**config.mk**
```make
export PLATFORM = sky130hd
export DESIGN_NAME = mem_bus_ctrl
export DESIGN_NICKNAME = d
export VERILOG_FILES = /design/src/rtl/mem_bus_ctrl.sv
export SDC_FILE = /design/constraint.sdc
export NUM_CORES = 1
export LEC_CHECK = 0
export CORE_MARGIN = 2
export CORE_UTILIZATION = 35
export DETAILED_ROUTE_END_ITERATION = 10
export GPL_ROUTABILITY_DRIVEN = 0
export PLACE_DENSITY = 0.71
export SLEW_MARGIN = 5
export SYNTH_ARGS = -nofsm -noshare
export SYNTH_HDL_FRONTEND = slang
export SYNTH_SLANG_ARGS = --single-unit
```
**constraint.sdc**
```tcl
create_clock -name clk -period 2.99 [get_ports clk]
set_input_delay 0.598 -clock clk [delete_from_list [all_inputs] [get_ports clk]]
set_output_delay 0.598 -clock clk [all_outputs]
set_load 0.03 [all_outputs]
```
**src/rtl/mem_bus_ctrl.sv**
```systemverilog
// MEM-stage bus master: turns one load/store request into a single bus cycle,
// stalls the pipeline while the cycle is open and returns load data.
module mem_bus_ctrl (
  input  logic        clk,
  input  logic        rst,
  input  logic        mem_req_i,
  input  logic        mem_we_i,
  input  logic [31:0] mem_addr_i,
  input  logic [31:0] mem_wdata_i,
  input  logic [3:0]  mem_sel_i,
  input  logic [5:0]  stop_i,
  input  logic        flush_i,
  input  logic        bus_ack_i,
  input  logic [31:0] bus_rdata_i,
  output logic        bus_cyc_o,
  output logic        bus_stb_o,
  output logic        bus_we_o,
  output logic [31:0] bus_addr_o,
  output logic [3:0]  bus_sel_o,
  output logic [31:0] bus_wdata_o,
  output logic        stop_req_o,
  output logic [31:0] mem_rdata_o
);

  typedef enum logic [1:0] {IDLE, BUSY, HOLD, ABORT} state_t;

  state_t      state, state_next;
  logic        start, done, capture;
  logic        stop_req;
  logic [31:0] rdata_mux;
  logic [31:0] rdata_q;

  // Only the MEM-held bit of the stall vector matters here; the byte offset
  // is carried by the lane selects rather than the address.
  logic unused;
  assign unused = ^{stop_i[5], stop_i[3:0], mem_addr_i[1:0]};

  // NOTE: every signal gets a default before the case so no path leaves one
  // unassigned; otherwise synthesis infers a latch.
  always_comb begin
    state_next = state;
    start      = 1'b0;
    done       = 1'b0;
    capture    = 1'b0;
    stop_req   = 1'b0;
    rdata_mux  = '0;
    case (state)
      IDLE: begin
        if (mem_req_i && !flush_i) begin
          start      = 1'b1;
          stop_req   = 1'b1;
          state_next = BUSY;
        end
      end
      BUSY: begin
        // A flushed access no longer needs the pipeline frozen.
        stop_req = !bus_ack_i && !flush_i;
        if (bus_ack_i) begin
          done = 1'b1;
          if (flush_i) begin
            state_next = IDLE;
          end else begin
            capture    = 1'b1;
            rdata_mux  = bus_we_o ? '0 : bus_rdata_i;
            state_next = stop_i[4] ? HOLD : IDLE;
          end
        end else if (flush_i) begin
          state_next = ABORT;
        end
      end
      HOLD: begin
        rdata_mux = rdata_q;
        if (flush_i || !stop_i[4]) state_next = IDLE;
      end
      ABORT: begin
        // Bus is still owned by the killed access; keep any new one waiting.
        stop_req = mem_req_i && !flush_i;
        if (bus_ack_i) begin
          done       = 1'b1;
          state_next = IDLE;
        end
      end
      default: state_next = IDLE;
    endcase
  end

  // Reset overrides the combinational outputs too, so the stage sees a quiet
  // controller for the whole time rst is low.
  assign stop_req_o  = rst && stop_req;
  assign mem_rdata_o = rst ? rdata_mux : '0;

  // NOTE: sequential state uses non-blocking assignments so every register
  // samples pre-edge values regardless of statement order.
  always_ff @(posedge clk or negedge rst) begin
    if (!rst) begin
      state       <= IDLE;
      bus_cyc_o   <= 1'b0;
      bus_stb_o   <= 1'b0;
      bus_we_o    <= 1'b0;
      bus_addr_o  <= '0;
      bus_sel_o   <= '0;
      bus_wdata_o <= '0;
      rdata_q     <= '0;
    end else begin
      state <= state_next;
      if (start) begin
        bus_cyc_o   <= 1'b1;
        bus_stb_o   <= 1'b1;
        bus_we_o    <= mem_we_i;
        bus_addr_o  <= {mem_addr_i[31:2], 2'b00};
        bus_sel_o   <= mem_sel_i;
        bus_wdata_o <= mem_wdata_i;
      end else if (done) begin
        bus_cyc_o <= 1'b0;
        bus_stb_o <= 1'b0;
      end
      if (capture) rdata_q <= rdata_mux;
    end
  end

endmodule

```
# Word-level counts from Yosys, hierarchy flattened
# Index checks and enable logic that the tools add are counted.
[totals]
register_bits = 102
in_bits = 112
out_inout_bits = 104
[classes]
eq_ne = 7
muxes = 23
n_reduce_logical = 11
[ops]
columns = ["operator", "count"]
rows = [
  ["32-bit two-way mux", 4],
  ["32-bit one-hot mux with 2 select lines", 1],
  ["2-bit two-way mux", 7],
  ["1-bit two-way mux", 9],
  ["2-bit one-hot mux with 4 select lines", 1],
  ["2-bit inequality test, second input constant", 3],
  ["2-bit equality test, second input constant", 2],
  ["4-bit AND reduction", 1],
  ["1-bit logical AND", 3],
  ["1-bit zero test", 3],
  ["3-bit inequality test, second input constant", 1],
  ["1-bit one-hot mux with 3 select lines", 1],
  ["2-bit by 1-bit equality test with 1-bit output, second input constant", 1],
  ["2-bit zero test", 1],
  ["2-bit nonzero test", 1],
  ["2-bit OR reduction", 1],
  ["1-bit logical OR", 1],
]

# Depth between registers and ports, before layout
# Gate-level depths: netlist (run 1).
[depth]
depth_word = 5
depth_mapped = 7
ltp_nobuf = 6

# Worst setup path before layout (run 1)
# OpenSTA, ideal clock, no wires.
[synth_path]
path_type = "flip-flop to output port"
startpoint = "register state[1]"
endpoint = "output port stop_req_o"
required_ps = 2392
slack_ps = 445
n_path_buf = 0
path_stages_with_launch = 6
arrival_ps = 1947
path_cell_list = "dfrtp_1 inv_1 ha_1 nand2b_1 a21boi_0 nor4b_1"
[synth_via]
elab_chain_len = 3
word_cells_on_any_way = 5
[synth_rtl]
columns = ["element", "line", "text"]
rows = [
  ["start: declaration", "27", "state_t state, state_next;"],
  ["start signal: assignment", "105", "state <= state_next;"],
  ["2-bit equality test (tied with other cells)", "47", "case (state)"],
  ["1-bit one-hot mux with 3 select lines (*)", "47", ""],
  ["1-bit logical AND (*)", "89", "assign stop_req_o = rst && stop_req;"],
  ["end: declaration", "21", "output logic stop_req_o,"],
]
# Mark *: on every way between the ends. The rest lies on a longest branch, timed or not.

# Worst setup path after layout (run 1)
[layout_path]
startpoint = "register state[0]"
endpoint = "output port mem_rdata_o[18]"
[layout_via]
elab_chain_len = 3
word_cells_on_any_way = 4
[layout_rtl]
columns = ["element", "line", "text"]
rows = [
  ["2-bit equality test or 2-bit by 1-bit equality test with 1-bit output (tied branches)", "47", ""],
  ["32-bit one-hot mux with 2 select lines (*)", "47", ""],
  ["32-bit two-way mux (*)", "90", "assign mem_rdata_o = rst ? rdata_mux : '0;"],
  ["end: declaration", "22", "output logic [31:0] mem_rdata_o"],
]
# Marks and branches as above.

==> impl_metrics.env, run 1 <==
export IMPL_p_per_area_nw_per_um2=1000
export IMPL_cts_setup_buffers=0
export IMPL_final_cells=700
export IMPL_setup_viol=0
export IMPL_top_layer="met4"
export IMPL_io_buffers=206
export IMPL_hold_path_class="input port to async pin"
export IMPL_synth_xor_area_share_pct=0
export IMPL_critPathMaxStageDelay_ns=0.38
export IMPL_cp_end_kind="primary output"
export IMPL_fin_skew_ns=0.00692
export IMPL_seq_area_um2=2550
export IMPL_cp_top_family="buffers and inverters"
export IMPL_synth_compound_area_share_pct=12.8
export IMPL_cts_tree="done"
export IMPL_worstSetupPathType="flop to primary output"
export IMPL_syn_avg_cell_area_um2=13.7
export IMPL_critPathBufInv=3
export IMPL_synth_edff_count=0
export IMPL_ys_flop_type="dfrtp_1"
export IMPL_multiInputGateArea_um2=1700
export IMPL_utilization_pct=54.9
export IMPL_die_h_um=116
export IMPL_m1WireLength_um=4510
export IMPL_ys_types=26
export IMPL_drc_errors=0
export IMPL_synth_top_family_by_area="multiplexers"
export IMPL_drt_iter0_drc=243
export IMPL_outcome="complete, no violations"
export IMPL_period_needed_ns=2.75
export IMPL_row_count=41
export IMPL_finalInstanceArea_um2=6850
export IMPL_maxSlewViolCount=0
export IMPL_r2r_end="rdata_q[21]$_DFFE_PN0P_"
export IMPL_hold_violations=0
export IMPL_start_util_pct=35.4
export IMPL_critPathSlowestCell="dfrtp_1"
export IMPL_core_um2=12500
export IMPL_dieArea_um2=13500
export IMPL_rsz0062_at_grt="no"
export IMPL_crit_top_cell="buf_4"
export IMPL_irDropWorstVdd_mv=0.433
export IMPL_async_flop_share_pct=100
export IMPL_syn2layout_area_growth_pct=55.1
export IMPL_worstPathRequired_ns=2.39
export IMPL_fin_setup_tns_ns=0
export IMPL_yosysSeqAreaShare_pct=57.8
export IMPL_htree_levels=3
export IMPL_antennaDiodeCount=0
export IMPL_cts_buffers=9
export IMPL_synth_mux_area_share_pct=19.2
export IMPL_grt_max_degree=67
export IMPL_cts_root_buf="clkbuf_16"
export IMPL_cts_hold_buf=0
export IMPL_wire_per_inst_um=16.3
export IMPL_synth_warnings=0
export IMPL_dieWidth_um=116
export IMPL_synth_area_um2=4420
export IMPL_rrSetupSlack_ns=0.75
export IMPL_routed_wirelength_um=11400
export IMPL_grt_pass1_wl_um=17300
export IMPL_clock_path_buffers=2
export IMPL_dp_final_hpwl_um=8080
export IMPL_synthCells=323
export IMPL_ant_nets=0
export IMPL_overflow=0
export IMPL_grt_usage_pct=16.7
export IMPL_cp_arrival_ns=2.15
export IMPL_met3_length_um=1040
export IMPL_ctsResizeCount=0
export IMPL_grt_pass1_vias=3469
export IMPL_path_clk_slew_ns=0.07
export IMPL_crit_chain="inv_1 > ha_1 > nand2_1 > buf_4 > nor2_1 > buf_4"
export IMPL_place_area_um2=6570
export IMPL_start_kind="flop"
export IMPL_timing_fmax_mhz=364
export IMPL_slew_headroom_pct=31.2
export IMPL_antenna_found_initial=0
export IMPL_cellLeakagePower_uw=0.00302
export IMPL_rr_startpoint="state[0]$_DFFE_PN0P_"
export IMPL_cts_sinks=102
export IMPL_tightest_slew_ns=1.03
export IMPL_post_route_period_util_pct=91.9
export IMPL_path_max_fanout=19
export IMPL_ios=216
export IMPL_placedCellCount=685
export IMPL_reg2reg_depth=5
export IMPL_max_cap_viol_count=0
export IMPL_num_fill_cells=1045
export IMPL_dr_wl_met2_um=5610
export IMPL_firstDrtPassIters=4
export IMPL_clk_latency_ns=0.34
export IMPL_vias=3473
export IMPL_synthSimpleGateAreaFrac_pct=5.07
export IMPL_yosys_area_share_adder_pct=1.13
export IMPL_drive_above_1_share_pct=24.6
export IMPL_synth_seq_cells=102
export IMPL_vias_per_cell=4.96
export IMPL_fin_nets=640
[flip-flops by register name, indices dropped and copies added, names as in the netlist]
register     flops
rdata_q         32
state            2
bus_stb_o        1
bus_we_o         1
bus_wdata_o     32
bus_sel_o        4
bus_addr_o      30
[final cells by class]
type	count	area share, %
clock buffers	10	3.49
clock inverters	5	0.603
inverters	5	0.274
multi-input cells	191	24.8
flip-flops and latches	102	37.3
well taps	172	3.14
repair buffers	215	30.4
[stage by stage]
| step | total power (uW) | worst slack (ns) | hold WS (ns) |
|---|---|---|---|
| after CTS | 6970 | 0.225 | 0.329 |
| after floorplan | 4350 | 0.445 | 0.302 |
| after global routing | 7250 | 0.0614 | 0.352 |
| after global placement | 5710 | 0.314 | 0.473 |
| final | 6880 | 0.243 | 0.312 |
| after detailed placement | 5800 | 0.259 | 0.479 |
[kinds of logic (layout without fill, tap and decap cells)]
| family | after synthesis | in the layout |
|---|---|---|
| multiplexers | 69 | 69 |
| buffers and inverters | 31 | 235 |
| AO/OA/AOI/OAI | 71 | 71 |
| other | 1 | 2 |
| adder cells (fa/ha/maj) | 4 | 4 |
| AND/OR/NAND/NOR | 45 | 45 |
| flip-flops | 102 | 102 |
[worst max-delay path by stage]
stage | endpoint | cells after the start | from
3_3_place_gp | mem_rdata_o[24] | 7 | bus_ack_i
4_1_cts | mem_rdata_o[18] | 6 | state[0]$_DFFE_PN0P_
3_5_place_dp | mem_rdata_o[21] | 7 | flush_i
6_report | mem_rdata_o[18] | 6 | state[0]$_DFFE_PN0P_
2_1_floorplan | stop_req_o | 5 | state[1]$_DFFE_PN0P_
5_1_grt | mem_rdata_o[0] | 6 | state[0]$_DFFE_PN0P_
[cell usage in the layout, fill, tap and decap left out]
master / count
nand2_1: 5
clkbuf_16: 9
a21oi_1: 2
nor3_4: 1
a22oi_1: 32
buf_4: 40
o21ai_0: 3
inv_1: 5
mux2_2: 48
a221oi_2: 1
nor2_1: 32
ha_1: 4
buf_12: 3
nor4b_1: 1
mux2_4: 19
clkdlybuf4s50_1: 172
nor2_2: 1
a22o_1: 31
dfrtp_1: 102
conb_1: 2
a21o_1: 1
a21boi_0: 1
nand2b_1: 2
clkbuf_8: 1
nand3b_4: 2
nand3b_1: 1
clkinvlp_4: 2
mux2i_1: 2
inv_6: 3
[metal layers]
metal	GRT usage, %	vias up
li1	-	1570
met2	25.7	147
met5	0	-
met3	5.97	17
met4	7.46	0
met1	21.2	1739
[where the power goes]
| part | switching (uW) | internal [uW] |
|---|---|---|
| sequential | 327 | 1990 |
| clock | 529 | 592 |
| combinational | 1810 | 1630 |
[cells in the mapped netlist, types with 3 or more instances]
| cell type | count | share of area, % |
|---|---|---|
| ha_1 | 4 | 1.1 |
| a22oi_1 | 32 | 5.4 |
| clkbuf_1 | 7 | 0.60 |
| dfrtp_1 | 102 | 58 |
| mux2_2 | 48 | 12 |
| nor2_1 | 32 | 2.7 |
| nand2_1 | 5 | 0.42 |
| o21ai_0 | 3 | 0.34 |
| buf_4 | 6 | 1.0 |
| a22o_1 | 31 | 6.1 |
| buf_6 | 3 | 0.76 |
| inv_1 | 5 | 0.42 |
| mux2_4 | 19 | 6.5 |
| buf_2 | 10 | 1.1 |
(Power assumes the default switching activity.)
==> run 2, diff against run 1 <==
--- a/config.mk
+++ b/config.mk
@@ -10,7 +10,7 @@
 export DETAILED_ROUTE_END_ITERATION = 10
 export GPL_ROUTABILITY_DRIVEN = 0
 export PLACE_DENSITY = 0.71
-export SLEW_MARGIN = 5
+export SLEW_MARGIN = 15
 export SYNTH_ARGS = -nofsm -noshare
 export SYNTH_HDL_FRONTEND = slang
 export SYNTH_SLANG_ARGS = --single-unit
==> results of run 2 <==
The final DEF is identical to that of run 1; final timing and power are the same.
